===== config.mk =====
export PLATFORM = sky130hd
export DESIGN_NAME = button_events
export DESIGN_NICKNAME = d
export VERILOG_FILES = /design/src/rtl/button_events.sv
export SDC_FILE = /design/constraint.sdc
export NUM_CORES = 1
export LEC_CHECK = 0
export CAP_MARGIN = 10
export CORE_ASPECT_RATIO = 1.1
export CORE_UTILIZATION = 48
export DETAILED_ROUTE_END_ITERATION = 8
export PLACE_DENSITY = 0.76
export SLEW_MARGIN = 5
export SYNTH_ARGS = -nofsm -noshare
export SYNTH_HDL_FRONTEND = slang
export SYNTH_SLANG_ARGS = --single-unit

===== constraint.sdc =====
create_clock -name clk -period 3.65 [get_ports clk]
set_clock_uncertainty 0.15 [all_clocks]
set_input_delay 0.5475 -clock clk [delete_from_list [all_inputs] [get_ports clk]]
set_output_delay 0.5475 -clock clk [all_outputs]
set_load 0.1 [all_outputs]

===== src/rtl/button_events.sv =====
// Turns a debounced pushbutton level into one-cycle gesture events:
// press, release, click, double-click, long-press and auto-repeat.
module button_events #(
    parameter int CLKPD_NS  = 10,
    parameter int CLKFREQ   = 1_000_000_000 / CLKPD_NS,
    parameter int LONG_MS   = 1000,
    parameter int DCLICK_MS = 300,
    parameter int REPEAT_MS = 200
) (
    input  logic clk,
    input  logic rst_n,
    input  logic pb_in,
    output logic press_p,
    output logic release_p,
    output logic click_p,
    output logic dclick_p,
    output logic long_p,
    output logic rpt_p,
    output logic held
);

    localparam int TICK_CYCLES = CLKFREQ / 1000;
    localparam int MAX_LD      = (LONG_MS > DCLICK_MS) ? LONG_MS : DCLICK_MS;
    localparam int MAX_MS      = (MAX_LD > REPEAT_MS) ? MAX_LD : REPEAT_MS;
    localparam int MS_W        = $clog2(MAX_MS + 1);
    localparam int PRE_W       = (TICK_CYCLES > 1) ? $clog2(TICK_CYCLES) : 1;

    localparam logic [PRE_W-1:0] PRE_LAST    = PRE_W'(TICK_CYCLES - 1);
    localparam logic [MS_W-1:0]  LONG_LAST   = MS_W'(LONG_MS - 1);
    localparam logic [MS_W-1:0]  DCLICK_LAST = MS_W'(DCLICK_MS - 1);
    localparam logic [MS_W-1:0]  REPEAT_LAST = MS_W'(REPEAT_MS - 1);

    typedef enum logic [2:0] {
        WAIT_LOW,
        IDLE,
        PRESS1,
        WAIT2,
        PRESS2,
        LONG
    } state_t;

    state_t           state_q;
    logic [PRE_W-1:0] pre_q, pre_d;
    logic [MS_W-1:0]  ms_q, ms_d;
    logic             press_q, release_q, click_q, dclick_q, long_q, rpt_q, held_q;
    logic             ms_tick, long_to, dclick_to, rpt_to;

    // A timeout of N ms fires on the edge that would complete the N-th ms.
    always_comb begin
        ms_tick   = (pre_q == PRE_LAST);
        pre_d     = ms_tick ? '0 : pre_q + 1'b1;
        ms_d      = ms_tick ? ms_q + 1'b1 : ms_q;
        long_to   = ms_tick && (ms_q == LONG_LAST);
        dclick_to = ms_tick && (ms_q == DCLICK_LAST);
        rpt_to    = ms_tick && (ms_q == REPEAT_LAST);
    end

    always_ff @(posedge clk or negedge rst_n) begin
        if (!rst_n) begin
            state_q   <= WAIT_LOW;
            pre_q     <= '0;
            ms_q      <= '0;
            press_q   <= 1'b0;
            release_q <= 1'b0;
            click_q   <= 1'b0;
            dclick_q  <= 1'b0;
            long_q    <= 1'b0;
            rpt_q     <= 1'b0;
            held_q    <= 1'b0;
        end else begin
            press_q   <= 1'b0;
            release_q <= 1'b0;
            click_q   <= 1'b0;
            dclick_q  <= 1'b0;
            long_q    <= 1'b0;
            rpt_q     <= 1'b0;
            pre_q     <= pre_d;
            ms_q      <= ms_d;
            // Input transitions are tested before timeouts so a level change wins a tie.
            case (state_q)
                WAIT_LOW: begin
                    pre_q <= '0;
                    ms_q  <= '0;
                    if (!pb_in) state_q <= IDLE;
                end
                IDLE: begin
                    pre_q <= '0;
                    ms_q  <= '0;
                    if (pb_in) begin
                        state_q <= PRESS1;
                        press_q <= 1'b1;
                    end
                end
                PRESS1: begin
                    if (!pb_in) begin
                        state_q   <= WAIT2;
                        release_q <= 1'b1;
                        pre_q     <= '0;
                        ms_q      <= '0;
                    end else if (long_to) begin
                        state_q <= LONG;
                        long_q  <= 1'b1;
                        held_q  <= 1'b1;
                        pre_q   <= '0;
                        ms_q    <= '0;
                    end
                end
                WAIT2: begin
                    if (pb_in) begin
                        state_q <= PRESS2;
                        press_q <= 1'b1;
                        pre_q   <= '0;
                        ms_q    <= '0;
                    end else if (dclick_to) begin
                        state_q <= IDLE;
                        click_q <= 1'b1;
                        pre_q   <= '0;
                        ms_q    <= '0;
                    end
                end
                PRESS2: begin
                    if (!pb_in) begin
                        state_q   <= IDLE;
                        release_q <= 1'b1;
                        dclick_q  <= 1'b1;
                        pre_q     <= '0;
                        ms_q      <= '0;
                    end else if (long_to) begin
                        state_q <= LONG;
                        long_q  <= 1'b1;
                        held_q  <= 1'b1;
                        pre_q   <= '0;
                        ms_q    <= '0;
                    end
                end
                LONG: begin
                    if (!pb_in) begin
                        state_q   <= IDLE;
                        release_q <= 1'b1;
                        held_q    <= 1'b0;
                        pre_q     <= '0;
                        ms_q      <= '0;
                    end else if (rpt_to) begin
                        rpt_q <= 1'b1;
                        pre_q <= '0;
                        ms_q  <= '0;
                    end
                end
                default: begin
                    state_q <= WAIT_LOW;
                    held_q  <= 1'b0;
                    pre_q   <= '0;
                    ms_q    <= '0;
                end
            endcase
        end
    end

    assign press_p   = press_q;
    assign release_p = release_q;
    assign click_p   = click_q;
    assign dclick_p  = dclick_q;
    assign long_p    = long_q;
    assign rpt_p     = rpt_q;
    assign held      = held_q;

endmodule


# Word level (Yosys, flattened, before mapping)
# Index checks and enable logic that the tools add are counted.
# totals
regBits	37
out_inout_bits	7
memories	0
latchBits	0
romBits	0
ramBits	0
# op_classes
n_mul	0
reduce_logical	11
magnitude_cmp	0
bitwise_logic	1
addsub	2
n_eq_ne	15
shift	0
div_mod_pow	0
mux	42
# ops
op	n
two-way mux 17 bit	7
two-way mux 10 bit	7
one-hot mux 17 bit (3 select lines)	1
one-hot mux 10 bit (3 select lines)	1
two-way mux 3 bit	7
adder 17 x 1 -> 17 bit, second input constant	1
== test 17 bit, second input constant	1
two-way mux 1 bit	17
one-hot mux 3 bit (5 select lines)	1
adder 10 x 1 -> 10 bit, second input constant	1
== test 10 bit, second input constant	1
== test 10 x 8 -> 1 bit, second input constant	1
== test 10 x 9 -> 1 bit, second input constant	1
== test 3 x 2 -> 1 bit, second input constant	2
== test 3 bit, second input constant	2
inequality test 2 bit, second input constant	3
OR reduction 2 bit	3
OR reduction 3 bit	2
inequality test 2 x 1 -> 1 bit, second input constant	2
AND reduction 4 bit	1
== test 3 x 1 -> 1 bit, second input constant	1
logical AND 1 bit	3
zero test 3 bit	1
inequality test 3 bit, second input constant	1
other kinds (3)	3

# Depth between registers and ports, before layout
# Gate-level depths: netlist (run 1).
# logic_depth
depth_word	5
ltp_mapped	7
ltp_nobuf	6

# Least setup slack after synthesis (run 1)
# No wires, ideal clock.
# synth_timing
kind	reg2reg
start	register pre_q[8]
end	register state_q[1]
slack_ps	1381
stages_incl_launch_ff	6
synth_period_minus_slack_ps	2269
path_buffers	0
required_time_ps	3369
arrival_ps	1987
path_cell_list	dfrtp_1 > or4b_4 > nor4_4 > nand4_2 > and3b_1 > or3_1
# synth_via
elab_chain_cells	5
word_cells_on_any_way	9
cone_classes	eq/ne (2); mux (4); reduce/logical (3)
# synth_rtl
element	line	text
start, declared	43	logic [PRE_W-1:0] pre_q, pre_d;
start signal, assigned	77	pre_q <= pre_d;
== test 17 bit *	50	ms_tick = (pre_q == PRE_LAST);
logical AND 1 bit	53	long_to = ms_tick && (ms_q == LONG_LAST);
two-way mux 3 bit	-	
two-way mux 3 bit, on equally long branches	-	
one-hot mux 3 bit (5 select lines)	-	
end signal, assigned	60	state_q <= WAIT_LOW;
end signal, assigned	84	if (!pb_in) state_q <= IDLE;
end signal, assigned	90	state_q <= PRESS1;
end, declared	42	state_t state_q;
# Mark *: on every way between the ends. The rest lies on a longest branch, timed or not.
# A chain may end at the register's enable or synchronous reset.

# Worst setup path after layout (run 1)
# layout_timing
start	register pre_q[8]
end	register ms_q[0]
# layout_via
elab_chain_cells	5
word_cells_on_any_way	12
cone_classes	eq/ne (1); mux (8); reduce/logical (3)
# layout_rtl
element	line	text
== test 17 bit *	50	
two-way mux 10 bit, or another cell as far along	52	ms_d = ms_tick ? ms_q + 1'b1 : ms_q;
two-way mux 10 bit, on equally long branches	-	
two-way mux 10 bit, on equally long branches	137, 109, 122	
one-hot mux 10 bit (3 select lines) *	80	case (state_q)
end signal, assigned	78	ms_q <= ms_d;
end, declared	44	logic [MS_W-1:0] ms_q, ms_d;
# Marked as above.

==> results.sh, run 1 <==
export IMPL_status="finished, final reports clean"
export IMPL_synth_top_family_by_area="simple AND/OR/NAND/NOR gates"
export IMPL_finalCriticalPeriod_ns=2.54
export IMPL_power_leakage_nw=0.901
export IMPL_htreeDepth=2
export IMPL_use_met3_pct=6.24
export IMPL_yosysTopAreaCell="dfrtp_1"
export IMPL_synthesis_nets=196
export IMPL_regMostFlops="pre_q"
export IMPL_setup_violations=0
export IMPL_grt_pass1_wl_mm=5.26
export IMPL_yosys_area_share_simple_pct=29.1
export IMPL_tightest_slew_ns=0.959
export IMPL_rsz0062_at_grt="false"
export IMPL_postCtsSetupBuffers=0
export IMPL_clk_pin_slew_worst_paths_ns=0.07
export IMPL_num_vias=1372
export IMPL_cts_sinks=37
export IMPL_p_total_mw=1.07
export IMPL_fmax_ghz=0.394
export IMPL_synth_mux_area_share_pct=0.528
export IMPL_fin_util_pct=57.1
export IMPL_required_ns=3.65
export IMPL_met2_usage_pct=27.4
export IMPL_ys_warnings_count=0
export IMPL_drc=0
export IMPL_grt_usage_pct=17.9
export IMPL_cts_root_buf="clkbuf_8"
export IMPL_core_region_area_um2=3710
export IMPL_drive_above_1_share_pct=8.50
export IMPL_synth_cell_type_count=40
export IMPL_yosysSeqAreaShare_pct=48.9
export IMPL_cts_path_max_buffers=2
export IMPL_drt_iter0_drc=45
export IMPL_path_max_fanout=12
export IMPL_numPortBuffers=9
export IMPL_overflow=0
export IMPL_wl_mm=3.16
export IMPL_yosys_area_share_adder_pct=1.32
export IMPL_grt_max_degree=38
export IMPL_cts_hold_buf=0
export IMPL_detail_route_antenna_nets=0
export IMPL_synth_area_top_cells="dfrtp_1, xor2_1, nor2_1, xnor2_1, nand4_1"
export IMPL_wl_per_cell_um=12.6
export IMPL_irDropWorstVdd_uv=199
export IMPL_worst_ep_arrival_time_ns=2.54
export IMPL_synth_area_um2=1890
export IMPL_clock_latency_ns=0.29
export IMPL_relSlewSlack_pct=35.8
export IMPL_post_dp_hpwl_mm=2.26
export IMPL_rows=23
export IMPL_grt_pass1_vias=1173
export IMPL_avgSynthCellArea_um2=9.92
export IMPL_fill_cells=331
export IMPL_reg_largest_list="pre_q (17), ms_q (10), state_q (3)"
export IMPL_finalHoldViolCount=0
export IMPL_fin_setup_tns_ns=0
export IMPL_slew_viol_final=0
export IMPL_period_share_pct=69.6
export IMPL_end_kind="flip-flop"
export IMPL_die_height_um=67.9
export IMPL_start_kind="flip-flop"
export IMPL_area_growth_pct=12.0
export IMPL_diodes=0
export IMPL_dr_pass1_iters=4
export IMPL_hp_class="primary input to async pin"
export IMPL_crit_type="flip-flop to flip-flop"
export IMPL_synth_top_cell_area_share_pct=48.9
export IMPL_cts_tree="done"
export IMPL_grt_antenna_before_repair=0
export IMPL_maxCapViolations=0
export IMPL_numCtsBuffers=5
export IMPL_top_usage_layer="met2"
export IMPL_synthXorXnorAreaFrac_pct=11.6
export IMPL_synth_compound_area_share_pct=6.14
export IMPL_hold_worst_slack_ns=0.186
export IMPL_netlist_instances=191
export IMPL_gp_congestion=0.780
export IMPL_io_pins=10
export IMPL_largest_reg_flops=17
export IMPL_grt_met1_usage_pct=22.1
export IMPL_fin_nets=205
export IMPL_die_w_um=61.9
export IMPL_dieArea_um2=4200
export IMPL_cts_resized=0
export IMPL_start_util_pct=51.0
export IMPL_vias_per_cell=5.49
export IMPL_power_density_nw_per_um2=505
export IMPL_ys_ff_latch=37
## path summary, 6_finish.rpt
check	start	endpoint	slack, ns	depth (start not counted)
max in group asynchronous	rst_n	held	2.67	1
min in group clk	pre_q[0]	pre_q[0]	0.33	1
hold reg to reg	pre_q[0]	pre_q[0]	0.33	1
setup / recovery	pre_q[8]	ms_q[0]	1.11	6
hold / removal	rst_n	pre_q[16]	0.19	1
setup reg to reg	pre_q[8]	ms_q[0]	1.11	6
## synthesized netlist by cell type
library cell and count:
a2111oi_0 1, a211oi_4 1, a21boi_0 1, a21oi_1 4, a22oi_1 2, a31oi_1 1, and2_1 1, and3_1 7
and3b_1 1, and4_1 1, and4bb_2 1, buf_2 2, clkbuf_1 6, dfrtp_1 37, ha_1 2, inv_1 4
mux2i_1 1, nand2_1 11, nand2b_1 2, nand3_1 8, nand4_1 9, nand4_2 1, nand4b_1 3, nor2_1 33
nor2b_1 2, nor3_1 6, nor3b_1 1, nor4_1 4, nor4_4 1, nor4b_1 1, o2111a_1 1, o211ai_1 1
o21ai_0 1, o22ai_1 1, o32ai_1 1, or2_2 2, or3_1 2, or4b_4 2, xnor2_1 7, xor2_1 18
## stage by stage
stage,std cells,area [um2],worst slack [ns]
after floorplan,191,1890,1.38
after global placement,243,2020,1.13
after detailed placement,243,2020,1.10
after CTS,250,2120,1.08
after global routing,250,2120,0.911
final,250,2120,1.11
## cell usage in the layout, fill, tap and decap left out, types with 2 or more instances in the layout
master	instances
nand3_1	8
nor4_1	4
nor3_1	6
nand4_1	9
ha_1	2
dfrtp_1	37
a22oi_1	2
or4b_4	2
xnor2_1	7
a21oi_1	4
or2_2	2
nor2b_1	2
inv_1	4
clkbuf_8	5
nor2_1	33
xor2_1	18
nand4b_1	3
nand2_1	11
nand2b_1	2
and3_1	7
clkdlybuf4s50_1	8
or3_1	2
## critical path, stage by stage, from the launching register on
cell      delay [ns]
dfrtp_1         0.42
or4b_4          0.58
nor4_4          0.25
buf_4           0.23
nand4_2         0.17
a211oi_4        0.49
nor2_1          0.11
## kinds of logic after synthesis
kind of cell	Yosys count
adder cells (fa/ha/maj)	2
buffers and inverters	12
flip-flops	37
AND/OR/NAND/NOR	99
XOR/XNOR	25
AO/OA/AOI/OAI	15
multiplexers	1
## routing by layer
metal  routed length [um]  part of all wire (%)
met5                    0                     0
met4                   63                   2.0
met2                 1500                    47
met1                 1510                    48
met3                   89                   2.8
## power by group
part	switching, mW	internal (mW)	total, mW
clock network	0.132	0.198	0.330
registers	0.0401	0.439	0.480
logic	0.182	0.0797	0.261
total	0.353	0.717	1.07
## layout make-up
type | instances | area (um2) | area share [%]
sequential | 37 | 926 | 43.7
timing repair buffer | 10 | 92.6 | 4.37
clock inverter | 2 | 35.0 | 1.65
tap | 50 | 62.6 | 2.95
inverter | 4 | 15.0 | 0.708
clock buffer | 5 | 68.8 | 3.24
multi-input combinational | 142 | 921 | 43.4
(Power assumes the default switching activity.)
==> run 2: changes to the inputs <==
- clock period: 3.65 -> 2.65 ns (I/O delays scaled with it)
==> run 2 against run 1 <==
Net effect: total power is 32% higher; non-clock buffer count grew 2; critical path depth fell by 1; clock power is 17% higher; combinational power rose by 40%; hold slack got worse by 0.14 ns; maximum frequency increased by 6.9%.
==> results.sh, run 2 (same netlist as run 1, synthesis figures left out) <==
export IMPL_core_region_area_um2=3710
export IMPL_clk_pin_slew_worst_paths_ns=0.06
export IMPL_cts_path_max_buffers=2
export IMPL_final_area_um2=2110
export IMPL_fin_nets=207
export IMPL_final_common_cell="dfrtp_1"
export IMPL_clockPowerShare_pct=27.3
export IMPL_path_max_fanout=10
export IMPL_diodes=0
export IMPL_ff2ff_setup_slack_ns=0.27
export IMPL_crit_type="flip-flop to flip-flop"
export IMPL_start_util_pct=51.0
export IMPL_numPortBuffers=9
export IMPL_grt_max_degree=38
export IMPL_setup_violations=0
export IMPL_finalCriticalPeriod_ns=2.38
export IMPL_power_leakage_nw=0.915
export IMPL_clock_latency_ns=0.29
export IMPL_die_height_um=67.9
export IMPL_fin_setup_tns_ns=0
export IMPL_hp_class="primary input to async pin"
export IMPL_drt_iter0_drc=57
export IMPL_area_growth_pct=11.2
export IMPL_io_pins=10
export IMPL_comb_power_share_pct=25.8
export IMPL_overflow=0
export IMPL_die_w_um=61.9
export IMPL_grt_pass1_vias=1248
export IMPL_post_dp_hpwl_mm=2.27
export IMPL_grt_pass1_wl_mm=5.46
export IMPL_status="finished, final reports clean"
export IMPL_grt_antenna_before_repair=0
export IMPL_regMostFlops="pre_q"
export IMPL_finalHoldViolCount=0
export IMPL_max_stage_delay_ns=0.59
export IMPL_detail_route_antenna_nets=0
export IMPL_pwr_share_seq_pct=46.9
export IMPL_cts_root_buf="clkbuf_8"
export IMPL_reg_largest_list="pre_q (17), ms_q (10), state_q (3)"
export IMPL_gp_congestion=0.807
export IMPL_final_cell_mix="dfrtp_1, nor2_1, xor2_1"
export IMPL_rsz0062_at_grt="false"
export IMPL_worst_ep_arrival_time_ns=2.38
export IMPL_dpl_instance_area_um2=2010
export IMPL_cts_sinks=37
export IMPL_stdcell_count=252
export IMPL_dr_pass1_iters=4
export IMPL_dieArea_um2=4200
export IMPL_end_kind="flip-flop"
export IMPL_crit_chain="or4b_4, nor4_4, nand4_2, a211oi_4, nor2_1"
export IMPL_rows=23
export IMPL_drc=0
export IMPL_period_share_pct=89.6
export IMPL_switchingPower_mw=0.493
export IMPL_htreeDepth=2
export IMPL_wl_mm=3.34
export IMPL_fmax_ghz=0.421
export IMPL_num_vias=1372
export IMPL_dp_slack_ns=0.182
export IMPL_maxCapViolations=0
export IMPL_drive_above_1_share_pct=12.9
export IMPL_slew_viol_final=0
export IMPL_tightest_slew_ns=0.790
export IMPL_largest_reg_flops=17
export IMPL_vias_per_cell=5.44
export IMPL_power_density_nw_per_um2=670
export IMPL_numCtsBuffers=5
export IMPL_wl_per_cell_um=13.2
export IMPL_start_kind="flip-flop"
export IMPL_swShare_pct=34.9
export IMPL_required_ns=2.66
export IMPL_fin_ws_ns=0.275
export IMPL_irDropWorstVdd_uv=196
export IMPL_grt_usage_pct=18.4
export IMPL_slowest_stage="or4b_4"
export IMPL_dp_cells=245
export IMPL_relSlewSlack_pct=47.3
export IMPL_p_int_mw=0.918
export IMPL_cts_tree="done"
-- run 2: changes by cell type in the layout (fill, tap and decap cells not counted) --
cell	previous run	this run
buf_4	1	10
bufinv_16	1	0
clkbuf_1	0	1
clkbuf_8	5	6
clkdlybuf4s50_1	8	1
clkinv_2	1	0
nor4_1	4	3
nor4_2	0	1
-- run 2: timing repair --
action                                  4_1_cts  5_1_grt
gates resized for setup                       0        1
endpoints found under the setup margin        0       10
setup buffers                                 0        0
hold buffers                                  0        0
-- run 2: through the flow --
| step | power [mW] | util (%) | hold slack, ns |
|---|---|---|---|
| 2_1_floorplan | 0.960 | - | -0.0481 |
| 3_3_place_gp | 1.03 | 54.3 | 0.327 |
| 3_5_place_dp | 1.04 | 54.3 | 0.334 |
| 4_1_cts | 1.42 | 56.6 | 0.0650 |
| 5_1_grt | 1.49 | 56.8 | 0.106 |
| 6_report | 1.41 | 56.8 | 0.0434 |
-- run 2: layout make-up --
class	instances	area, um2
clock buffer	7	86.3
inverter	4	15.0
tap	50	62.6
fill	317	1610
timing repair buffer	12	90.1
sequential	37	926
multi-input combinational	142	927
-- run 2: final timing paths --
path,startpoint,to,cells past startpoint
max in group asynchronous,rst_n,long_p,1
max,pre_q[8],ms_q[3],5
min,rst_n,pre_q[1],1
min reg2reg,pre_q[0],pre_q[0],1
max reg2reg,pre_q[8],ms_q[3],5
min in group clk,pre_q[0],pre_q[0],1
-- run 2: power groups by stage --
stage	logic, mW	registers [mW]	clock network [mW]
after floorplan	0.238	0.722	0
after global routing	0.396	0.671	0.426
after detailed placement	0.364	0.672	0
final	0.365	0.662	0.385
after CTS	0.365	0.661	0.399
after global placement	0.359	0.670	0
-- run 2: per-layer routing --
layer  GRT usage (%)  vias up  wire length, um
li1                -      689                -
met1            23.8      652             1570
met2            27.2       25             1570
met3            6.24        6              115
met4            9.72        0               80
met5               0        -                0
-- run 2: critical path: cells and delay by family, from the launching register on --
family	cells	cell delay, ns
AND/OR/NAND/NOR	4	1.19
AO/OA/AOI/OAI	1	0.49
flip-flops	1	0.43
==> run 3: changes to the inputs <==
- CORE_MARGIN: not set -> 2
- GPL_TIMING_DRIVEN: not set -> 0
==> run 3 against run 2 <==
Net effect: clock power increased by 29%; sequential share of layout area decreased by 0.97 points; highest routed layer unchanged; critical path type unchanged; core utilization rose by 1.3 points; setup slack worse by 0.057 ns; critical path depth is the same; die area up 6.3%; non-clock buffer count rose by 4.
==> results.sh, run 3 (same netlist as run 1, synthesis figures left out) <==
export IMPL_drive_above_1_share_pct=9.18
export IMPL_slew_viol_final=0
export IMPL_final_common_cell="dfrtp_1"
export IMPL_post_dp_hpwl_mm=2.32
export IMPL_r2r_cells=5
export IMPL_status="finished, final reports clean"
export IMPL_comb_power_share_pct=26.7
export IMPL_reg_largest_list="pre_q (17), ms_q (10), state_q (3)"
export IMPL_max_stage_delay_ns=0.59
export IMPL_fin_util_pct=58.0
export IMPL_cts_sinks=37
export IMPL_core_region_area_um2=3710
export IMPL_rsz0062_at_grt="false"
export IMPL_io_pins=10
export IMPL_fin_setup_tns_ns=0
export IMPL_grt_pass1_vias=1308
export IMPL_clockPowerShare_pct=32.2
export IMPL_dieArea_um2=4470
export IMPL_fmax_ghz=0.411
export IMPL_cp_num_buf_inv=0
export IMPL_cp_top_family="simple AND/OR/NAND/NOR gates"
export IMPL_setup_violations=0
export IMPL_wl_mm=3.34
export IMPL_pwr_share_seq_pct=41.0
export IMPL_ff2ff_setup_slack_ns=0.22
export IMPL_dpl_instance_area_um2=2030
export IMPL_worst_ep_arrival_time_ns=2.44
export IMPL_p_int_mw=1.03
export IMPL_cts_path_max_buffers=2
export IMPL_reg2reg_from="pre_q[8]"
export IMPL_cts_tree="done"
export IMPL_regMostFlops="pre_q"
export IMPL_vias_per_cell=5.66
export IMPL_period_share_pct=91.8
export IMPL_path_max_fanout=10
export IMPL_drt_iter0_drc=93
export IMPL_fin_nets=211
export IMPL_wl_per_cell_um=13.0
export IMPL_switchingPower_mw=0.505
export IMPL_die_w_um=63.9
export IMPL_cts_root_buf="clkbuf_8"
export IMPL_tightest_slew_ns=0.965
export IMPL_numCtsBuffers=5
export IMPL_postCtsSetupBuffers=0
export IMPL_drc=0
export IMPL_crit_chain="or4b_4, nor4_4, nand4_2, a211oi_4, nor2_1"
export IMPL_numPortBuffers=8
export IMPL_relSlewSlack_pct=35.4
export IMPL_htreeDepth=2
export IMPL_grt_pass1_wl_mm=6.00
export IMPL_clock_latency_ns=0.29
export IMPL_maxCapViolations=0
export IMPL_required_ns=2.66
export IMPL_largest_reg_flops=17
export IMPL_gp_congestion=0.818
export IMPL_rows=23
export IMPL_detail_route_antenna_nets=0
export IMPL_irDropWorstVdd_uv=432
export IMPL_crit_type="flip-flop to flip-flop"
export IMPL_grt_antenna_before_repair=0
export IMPL_start_util_pct=51.0
export IMPL_swShare_pct=32.8
export IMPL_area_growth_pct=13.7
export IMPL_finalCriticalPeriod_ns=2.43
export IMPL_dr_pass1_iters=4
export IMPL_power_density_nw_per_um2=714
export IMPL_start_kind="flip-flop"
export IMPL_final_cell_mix="dfrtp_1, nor2_1, xor2_1"
export IMPL_end_kind="flip-flop"
export IMPL_finalHoldViolCount=0
export IMPL_slowest_stage="or4b_4"
export IMPL_hp_class="primary input to async pin"
export IMPL_grt_max_degree=38
export IMPL_power_leakage_nw=0.912
export IMPL_overflow=0
export IMPL_clk_pin_slew_worst_paths_ns=0.07
export IMPL_final_area_um2=2150
export IMPL_die_height_um=69.9
export IMPL_fill_cells=331
export IMPL_num_vias=1454
export IMPL_diodes=0
export IMPL_grt_usage_pct=17.0
export IMPL_worstReg2RegEnd="ms_q[4]"
[run 3: per-stage QoR]
step	std cells	setup WS, ns	power (mW)	hold WS [ns]
floorplan	191	0.381	0.960	-0.0481
global placement	249	0.192	1.06	0.328
detailed placement	249	0.153	1.06	0.332
CTS	257	0.149	1.57	0.0584
global route	257	0.0126	1.64	0.104
finish	257	0.218	1.54	0.0430
[run 3: cell type report]
type	instances	area (um2)	share of cell area (%)
Buffer	8	32.5	1.51
Clock buffer	7	86.3	4.01
Clock inverter	1	30.0	1.39
Inverter	4	15.0	0.697
Multi-Input combinational cell	142	927	43.0
Sequential cell	37	926	43.0
Tap cell	50	62.6	2.90
Timing Repair Buffer	8	75.1	3.48
[run 3: how the worst max path moves through the flow]
stage / startpoint / end / cells past startpoint
after floorplan: pre_q[8] / state_q[1] / 5
after CTS: pre_q[6] / ms_q[1] / 5
after global placement: pre_q[6] / ms_q[1] / 5
after global routing: pre_q[0] / pre_q[12] / 7
after detailed placement: pre_q[6] / ms_q[0] / 5
final: pre_q[8] / ms_q[4] / 5
[run 3: what timing repair did]
item	CTS	global route
hold buffers	0	0
resized for setup	0	1
setup endpoints to repair	0	2
[run 3: worst reg2reg max path, delay by kind of cell, from the launching register on]
family	cells	cell delay [ns]
DFF	1	0.42
AOI/OAI and AO/OA	1	0.51
and+or+nand+nor	4	1.23
[run 3: metal layers]
metal | wire length, um | global-route usage (%)
met5 | 0 | 0
met2 | 1640 | 26.9
met1 | 1560 | 22.4
met3 | 95 | 4.83
met4 | 51 | 5.80
[run 3: power groups by stage]
stage          sequential, mW  clock [mW]  combinational [mW]
6_report                0.631       0.496               0.411
5_1_grt                 0.638       0.542               0.457
4_1_cts                 0.632       0.516               0.418
3_5_place_dp            0.643           0               0.416
3_3_place_gp            0.642           0               0.413
2_1_floorplan           0.722           0               0.238
